$ cat config.mk
export PLATFORM = sky130hd
export DESIGN_NAME = alu_muldiv_seq_flat
export DESIGN_NICKNAME = d
export VERILOG_FILES = /design/src/rtl/alu_muldiv_seq_if.sv /design/src/rtl/alu_muldiv_seq.sv /design/src/flat_wrapper.sv
export SDC_FILE = /design/constraint.sdc
export NUM_CORES = 1
export LEC_CHECK = 0
export CELL_PAD_IN_SITES_DETAIL_PLACEMENT = 0
export CELL_PAD_IN_SITES_GLOBAL_PLACEMENT = 1
export CORE_MARGIN = 4
export CORE_UTILIZATION = 42
export DETAILED_ROUTE_END_ITERATION = 12
export GPL_ROUTABILITY_DRIVEN = 0
export HOLD_SLACK_MARGIN = 0.02
export PLACE_DENSITY = 0.84
export SLEW_MARGIN = 20
export SYNTH_ARGS = -nofsm -noshare
export SYNTH_HDL_FRONTEND = slang
export SYNTH_SLANG_ARGS = --single-unit
$ cat constraint.sdc
create_clock -name clk -period 8.7 [get_ports clk]
set_input_delay 1.74 -clock clk [delete_from_list [all_inputs] [get_ports clk]]
set_output_delay 1.74 -clock clk [all_outputs]
set_load 0.01 [all_outputs]
$ cat src/rtl/alu_muldiv_seq_if.sv
// Request/response and shared-ALU signal bundle for the multiply/divide sequencer.
interface alu_muldiv_seq_if #(
  parameter int unsigned WIDTH = 16
);
  logic             req_valid;
  logic             req_ready;
  logic             req_op;
  logic [WIDTH-1:0] req_a;
  logic [WIDTH-1:0] req_b;
  logic             resp_valid;
  logic             resp_ready;
  logic [WIDTH-1:0] resp_hi;
  logic [WIDTH-1:0] resp_lo;
  logic             resp_err;
  logic             alu_req;
  logic             alu_gnt;
  logic [WIDTH-1:0] alu_a;
  logic [WIDTH-1:0] alu_b;
  logic [2:0]       alu_op;
  logic [WIDTH-1:0] alu_result;
  logic             alu_carry;

  // Sequencer side
  modport slave (
    input  req_valid, req_op, req_a, req_b, resp_ready, alu_gnt, alu_result, alu_carry,
    output req_ready, resp_valid, resp_hi, resp_lo, resp_err, alu_req, alu_a, alu_b, alu_op
  );

  // Requester / ALU-owner side
  modport master (
    output req_valid, req_op, req_a, req_b, resp_ready, alu_gnt, alu_result, alu_carry,
    input  req_ready, resp_valid, resp_hi, resp_lo, resp_err, alu_req, alu_a, alu_b, alu_op
  );
endinterface

$ cat src/rtl/alu_muldiv_seq.sv
// Multi-cycle 16x16 unsigned multiply / 16/16 unsigned restoring divide.
// Borrows the shared ALU for one ADD (multiply) or SUB (divide) per iteration;
// all shifting happens in local registers.
module alu_muldiv_seq #(
  parameter int unsigned WIDTH     = 16,
  parameter logic [15:0] DIVZ_QUOT = 16'hFFFF
) (
  input logic             clk,
  input logic             rst,
  alu_muldiv_seq_if.slave bus
);

  localparam int unsigned CW      = $clog2(WIDTH);
  localparam logic [2:0]  ALU_ADD = 3'b000;
  localparam logic [2:0]  ALU_SUB = 3'b001;

  typedef enum logic [1:0] {IDLE, RUN, DONE} state_e;

  state_e           state_q, state_d;
  logic             op_q, op_d;          // 0 = multiply, 1 = divide
  logic [WIDTH-1:0] b_q, b_d;            // multiplicand or divisor
  logic [WIDTH-1:0] hi_q, hi_d;          // P_hi or remainder R
  logic [WIDTH-1:0] lo_q, lo_d;          // P_lo or quotient Q
  logic [CW-1:0]    cnt_q, cnt_d;
  logic [WIDTH-1:0] resp_hi_q, resp_hi_d;
  logic [WIDTH-1:0] resp_lo_q, resp_lo_d;
  logic             resp_err_q, resp_err_d;

  logic [WIDTH-1:0] div_t;
  logic             div_take;
  logic [WIDTH:0]   mul_s;
  logic [WIDTH-1:0] step_hi, step_lo;
  logic [WIDTH-1:0] alu_a_c, alu_b_c;
  logic [2:0]       alu_op_c;

  // State and datapath registers; reset discards any in-flight operation
  always_ff @(posedge clk or posedge rst) begin
    if (rst) begin
      state_q    <= IDLE;
      op_q       <= 1'b0;
      b_q        <= '0;
      hi_q       <= '0;
      lo_q       <= '0;
      cnt_q      <= '0;
      resp_hi_q  <= '0;
      resp_lo_q  <= '0;
      resp_err_q <= 1'b0;
    end else begin
      state_q    <= state_d;
      op_q       <= op_d;
      b_q        <= b_d;
      hi_q       <= hi_d;
      lo_q       <= lo_d;
      cnt_q      <= cnt_d;
      resp_hi_q  <= resp_hi_d;
      resp_lo_q  <= resp_lo_d;
      resp_err_q <= resp_err_d;
    end
  end

  // Next-state, iteration step and ALU drive
  always_comb begin
    state_d    = state_q;
    op_d       = op_q;
    b_d        = b_q;
    hi_d       = hi_q;
    lo_d       = lo_q;
    cnt_d      = cnt_q;
    resp_hi_d  = resp_hi_q;
    resp_lo_d  = resp_lo_q;
    resp_err_d = resp_err_q;
    alu_a_c    = '0;
    alu_b_c    = '0;
    alu_op_c   = ALU_ADD;

    div_t    = {hi_q[WIDTH-2:0], lo_q[WIDTH-1]};
    div_take = hi_q[WIDTH-1] | bus.alu_carry;
    mul_s    = lo_q[0] ? {bus.alu_carry, bus.alu_result} : {1'b0, hi_q};
    // {S, P_lo} >> 1 written out directly so no always-zero bit is carried
    step_hi  = op_q ? (div_take ? bus.alu_result : div_t) : mul_s[WIDTH:1];
    step_lo  = op_q ? {lo_q[WIDTH-2:0], div_take} : {mul_s[0], lo_q[WIDTH-1:1]};

    unique case (state_q)
      IDLE: begin
        if (bus.req_valid) begin
          op_d = bus.req_op;
          if (bus.req_op && (bus.req_b == '0)) begin
            resp_err_d = 1'b1;
            resp_lo_d  = DIVZ_QUOT[WIDTH-1:0];
            resp_hi_d  = bus.req_a;
            state_d    = DONE;
          end else begin
            b_d     = bus.req_op ? bus.req_b : bus.req_a;
            hi_d    = '0;
            lo_d    = bus.req_op ? bus.req_a : bus.req_b;
            cnt_d   = '0;
            state_d = RUN;
          end
        end
      end
      RUN: begin
        alu_a_c  = op_q ? div_t : hi_q;
        alu_b_c  = b_q;
        alu_op_c = op_q ? ALU_SUB : ALU_ADD;
        if (bus.alu_gnt) begin
          hi_d  = step_hi;
          lo_d  = step_lo;
          cnt_d = cnt_q + 1'b1;
          if (cnt_q == CW'(WIDTH - 1)) begin
            resp_hi_d  = step_hi;
            resp_lo_d  = step_lo;
            resp_err_d = 1'b0;
            state_d    = DONE;
          end
        end
      end
      DONE: begin
        if (bus.resp_ready) state_d = IDLE;
      end
      default: state_d = IDLE;
    endcase
  end

  assign bus.req_ready  = (state_q == IDLE);
  assign bus.resp_valid = (state_q == DONE);
  assign bus.resp_hi    = resp_hi_q;
  assign bus.resp_lo    = resp_lo_q;
  assign bus.resp_err   = resp_err_q;
  assign bus.alu_req    = (state_q == RUN);
  assign bus.alu_a      = alu_a_c;
  assign bus.alu_b      = alu_b_c;
  assign bus.alu_op     = alu_op_c;

endmodule

$ cat src/flat_wrapper.sv
// flat-port wrapper written by rule: the top's interface ports become plain ports
module alu_muldiv_seq_flat 
#(
  parameter int unsigned WIDTH     = 16,
  parameter logic [15:0] DIVZ_QUOT = 16'hFFFF
)
  (clk, rst, bus_req_valid, bus_req_op, bus_req_a, bus_req_b, bus_resp_ready, bus_alu_gnt, bus_alu_result, bus_alu_carry, bus_req_ready, bus_resp_valid, bus_resp_hi, bus_resp_lo, bus_resp_err, bus_alu_req, bus_alu_a, bus_alu_b, bus_alu_op);
  alu_muldiv_seq_if #(.WIDTH(WIDTH)) bus_i ();
  input logic clk;
  input logic rst;
  input wire logic [$bits(bus_i.req_valid)-1:0] bus_req_valid;
  input wire logic [$bits(bus_i.req_op)-1:0] bus_req_op;
  input wire logic [$bits(bus_i.req_a)-1:0] bus_req_a;
  input wire logic [$bits(bus_i.req_b)-1:0] bus_req_b;
  input wire logic [$bits(bus_i.resp_ready)-1:0] bus_resp_ready;
  input wire logic [$bits(bus_i.alu_gnt)-1:0] bus_alu_gnt;
  input wire logic [$bits(bus_i.alu_result)-1:0] bus_alu_result;
  input wire logic [$bits(bus_i.alu_carry)-1:0] bus_alu_carry;
  output wire logic [$bits(bus_i.req_ready)-1:0] bus_req_ready;
  output wire logic [$bits(bus_i.resp_valid)-1:0] bus_resp_valid;
  output wire logic [$bits(bus_i.resp_hi)-1:0] bus_resp_hi;
  output wire logic [$bits(bus_i.resp_lo)-1:0] bus_resp_lo;
  output wire logic [$bits(bus_i.resp_err)-1:0] bus_resp_err;
  output wire logic [$bits(bus_i.alu_req)-1:0] bus_alu_req;
  output wire logic [$bits(bus_i.alu_a)-1:0] bus_alu_a;
  output wire logic [$bits(bus_i.alu_b)-1:0] bus_alu_b;
  output wire logic [$bits(bus_i.alu_op)-1:0] bus_alu_op;
  assign bus_i.req_valid = bus_req_valid;
  assign bus_i.req_op = bus_req_op;
  assign bus_i.req_a = bus_req_a;
  assign bus_i.req_b = bus_req_b;
  assign bus_i.resp_ready = bus_resp_ready;
  assign bus_i.alu_gnt = bus_alu_gnt;
  assign bus_i.alu_result = bus_alu_result;
  assign bus_i.alu_carry = bus_alu_carry;
  assign bus_req_ready = bus_i.req_ready;
  assign bus_resp_valid = bus_i.resp_valid;
  assign bus_resp_hi = bus_i.resp_hi;
  assign bus_resp_lo = bus_i.resp_lo;
  assign bus_resp_err = bus_i.resp_err;
  assign bus_alu_req = bus_i.alu_req;
  assign bus_alu_a = bus_i.alu_a;
  assign bus_alu_b = bus_i.alu_b;
  assign bus_alu_op = bus_i.alu_op;
  alu_muldiv_seq #(.WIDTH(WIDTH), .DIVZ_QUOT(DIVZ_QUOT)) u_core (.clk(clk), .rst(rst), .bus(bus_i));
endmodule
==> impl.org <==
** Status
- Status :: complete, no violations

** Routing
- For this block, the routed nets add up to 14900 µm of wire.
- DRC viols :: 0
- Dividing the detail-routed wire length by the instance count gives 19.0 µm.
- Violation count after the first detailed-route iteration :: 340
- Once detail routing completed, the nets flagged for antenna violations numbered 0.
- Detailed routing inserted a total of 4298 vias.
- Routed via count divided by cell count :: 5.49
- The first detailed-routing pass took 4 iterations.

** Power
- Worst-case vdd ir drop :: 0.134 mV
- Leakage :: 2.94 nW
- Cell Pwr Density :: 351 mW/mm²
- Tot Pwr :: 0.00245 W

** Timing
- Across the routed clock network, the largest skew measured is 0.00668 ns.
- For the pin with the worst max-slew slack, the measured transition is 1.01 ns.
- Final-report max-slew violation count :: 0
- Setup repair after global routing left no endpoint under its margin.
- Setup total negative slack on the finished layout was measured at 0 ns.
- Setup violations remaining at the end of the flow were counted as 0.
- After layout, the minimum clock period comes to 4.24 ns.
- After layout, the worst path uses 48.7% of the clock period.
- Hold Violations, Final :: 0
- Derived from the worst setup path, the maximum achievable clock frequency is 236 MHz.
- The worst pin sits at a relative slew slack of 32.6%.

** Synthesis
- Number of storage elements in the synthesis netlist :: 88
- The number of different library cells used by synthesis comes to 44.
- A synthesized cell averages 10.7 µm².
- Area share of the largest cell type after synthesis :: 40.9%
- Count of flip-flops with a built-in enable after synthesis :: 0
- Asr flop ratio synth :: 100%
- Top cells by area in the synthesized netlist :: sky130_fd_sc_hd__dfrtp_1, sky130_fd_sc_hd__mux2_2, sky130_fd_sc_hd__mux2i_1, sky130_fd_sc_hd__a211oi_1, sky130_fd_sc_hd__nand2_1
- For this run, the leading register cell type out of synthesis is sky130_fd_sc_hd__dfrtp_1.
- Number of synthesis warnings :: 0
- Cell count after synthesis :: 503
- Leading area contributor after synthesis :: sky130_fd_sc_hd__dfrtp_1
- In this run the cell area of the synthesized design comes to 0.00539 mm².
- Sequential area share after synthesis :: 40.9%

** Clock tree
- In this run, CTS created clock tree buffers numbering 9.
- Hold Buf Count CTS :: 0
- The number of setup buffers added after CTS is 0.
- The H-tree was split into 3 levels.
- Clock-pin slew was measured on the worst setup and hold paths at 0.06 ns.
- TritonCTS built the clock tree.
- CTS Sinks :: 88
- For the worst-skew pair, the clock arrives at the later sink with an insertion delay of 0.34 ns.
- CTS Buffer Depth :: 2
- PostCTS Resize Cnt :: 0
- Cell at the root of the clock tree :: sky130_fd_sc_hd__clkbuf_16

** Global routing
- GRT Overall Usage :: 20.7%
- After global routing the overflow that remains totals 0.
- Number of global-route vias before repair :: 4490
- Global-route wire length before repair :: 23900 µm
- Initial antenna violation count :: 0
- Entering global routing, the biggest net connects 80 pins.

** Die
- Top-Level Pins :: 126
- Number of standard-cell rows in the floorplan :: 41
- Die footprint :: 0.0147 mm²
- The die is 121 µm wide.
- Die Y :: 121 µm
- The floorplan step defined a core boundary enclosing 0.0126 mm².
- For this configuration, the core starts out at a cell density of 42.9%.

** Finish
- After routing the design area is 0.00698 mm².
- Share of final-layout standard cells stronger than drive strength 1 :: 20.3%
- Leaving out fill and tap cells, the most frequent cell in the layout is sky130_fd_sc_hd__clkdlybuf4s50_1.
- Counting the fill cells in the layout gives 1114.
- Commonest non-fill, non-tap cells in the layout :: sky130_fd_sc_hd__clkdlybuf4s50_1, sky130_fd_sc_hd__mux2_2, sky130_fd_sc_hd__dfrtp_1
- For this run, the post-layout net count is 662.
- Multi-input gate area in the final layout :: 0.00296 mm²
- Antenna diode count :: 0
- Area taken by flip-flops and latches :: 0.00220 mm²
- Synth-to-Final Area Change :: 29.5%
- For this run, the share of the core covered by cells in the final layout is 55.5%.

** Setup path
- Cell family with the largest share of critical-path delay :: buffers and inverters
- Along the worst path, the maximum fanout reaches 35.
- On the critical path, the stage with the largest delay is an instance of sky130_fd_sc_hd__buf_4.
- STA classifies the critical path endpoint as a flop.
- By instance count, the cell type seen most on the critical path is sky130_fd_sc_hd__buf_4.
- At the worst endpoint, the required time is 8.92 ns.
- Startpoint Class :: input port
- The number of buffers and inverters on the critical path is 3.
- CP Data Arrival Time :: 4.45 ns
- Cell breakdown of the critical path :: clkdlybuf4s50_1 -> buf_4 -> nor4b_1 -> nand4_1 -> a221oi_4 -> buf_4 -> mux2_2
- The worst setup path is of the in -> reg kind.
- Largest stage delay on the critical path :: 0.46 ns

** Flow run
- # Max-Cap Violations :: 0

** Place
- Cell Area, Placed :: 0.00671 mm²
- Port bufs :: 123
- Post-DP HPWL :: 10400 µm

** Min path
- Worst hold-check path type :: reg -> reg
==> per-stage QoR <==
| stage | setup slack [ns] | instances | hold WS, ns |
|---|---|---|---|
| 5_1_grt | 4.34 | 783 | 0.521 |
| 6_report | 4.46 | 783 | 0.491 |
| 3_5_place_dp | 4.12 | 767 | 0.477 |
| 2_1_floorplan | 4.68 | 504 | 0.472 |
| 4_1_cts | 4.48 | 783 | 0.501 |
| 3_3_place_gp | 4.22 | 767 | 0.477 |
==> worst paths after layout <==
kind                                   startpoint  slack, ns  cells after the start                endpoint
min in group asynchronous                     rst       1.69                      2          u_core.hi_q[9]
min reg2reg                u_core.bus.resp_lo[10]       0.49                      1  u_core.bus.resp_lo[10]
max reg2reg                       u_core.hi_q[15]       6.30                      5  u_core.bus.resp_hi[15]
min                        u_core.bus.resp_lo[10]       0.49                      1  u_core.bus.resp_lo[10]
max                                    bus_req_op       4.46                      7  u_core.bus.resp_hi[13]
max in group asynchronous                     rst       5.79                      3             u_core.op_q
==> metal layers <==
layer | track usage (%) | routed length, µm | part of all wire, %
met1 | 27.4 | 6640 | 45
met2 | 34.0 | 7290 | 49
met3 | 3.26 | 564 | 3.8
met4 | 8.54 | 409 | 2.7
met5 | 0 | 0 | 0
==> registers in the layout (all words and copies together), names as in the netlist <==
name and count:
u_core.b_q 16, u_core.bus.resp_err 1, u_core.bus.resp_hi 16, u_core.bus.resp_lo 16, u_core.cnt_q 4, u_core.hi_q 16
u_core.lo_q 16, u_core.op_q 1, u_core.state_q 2
==> area by class of cell <==
class | count | area share, %
Clock buffer | 12 | 3.53
Clock inverter | 4 | 0.287
Inverter | 10 | 0.556
Multi-Input combinational cell | 366 | 42.4
Sequential cell | 88 | 31.6
Tap cell | 172 | 3.08
Timing Repair Buffer | 131 | 18.5
==> worst reg2reg max path: cells and delay by family (launching register included) <==
family                 cells  cell delay (ns)
DFF                        1             0.79
and+or+nand+nor            1             0.34
AOI/OAI and AO/OA          1             0.34
muxes                      2             0.53
buffers and inverters      1             0.28
==> Yosys cell counts, drive strengths merged, types with 3 or more instances <==
master,n
o21ai,3
nor2b,16
nor3,16
clkbuf,23
a21boi,14
nand3,3
mux2,98
o21a,15
o31ai,15
a21oi,4
nand4,5
a211oi,30
buf,17
nand2,34
inv,9
mux2i,48
dfrtp,88
nor2,24
and2,17
==> logic make-up after synthesis <==
logic type	after synthesis	share of synthesized area [%]
muxes	146	29.4
and+or+nand+nor	126	11.9
AOI/OAI and AO/OA	91	13.2
DFF	88	40.9
buffers and inverters	50	4.30
adders and majority gates	1	0.232
other	1	0.0696
==> where the power goes <==
group          switching [W]  internal (W)
registers           0.000178      0.000591
logic               0.000600      0.000725
clock network       0.000153      0.000200
Note: power is estimated with default switching activity, not from simulation.
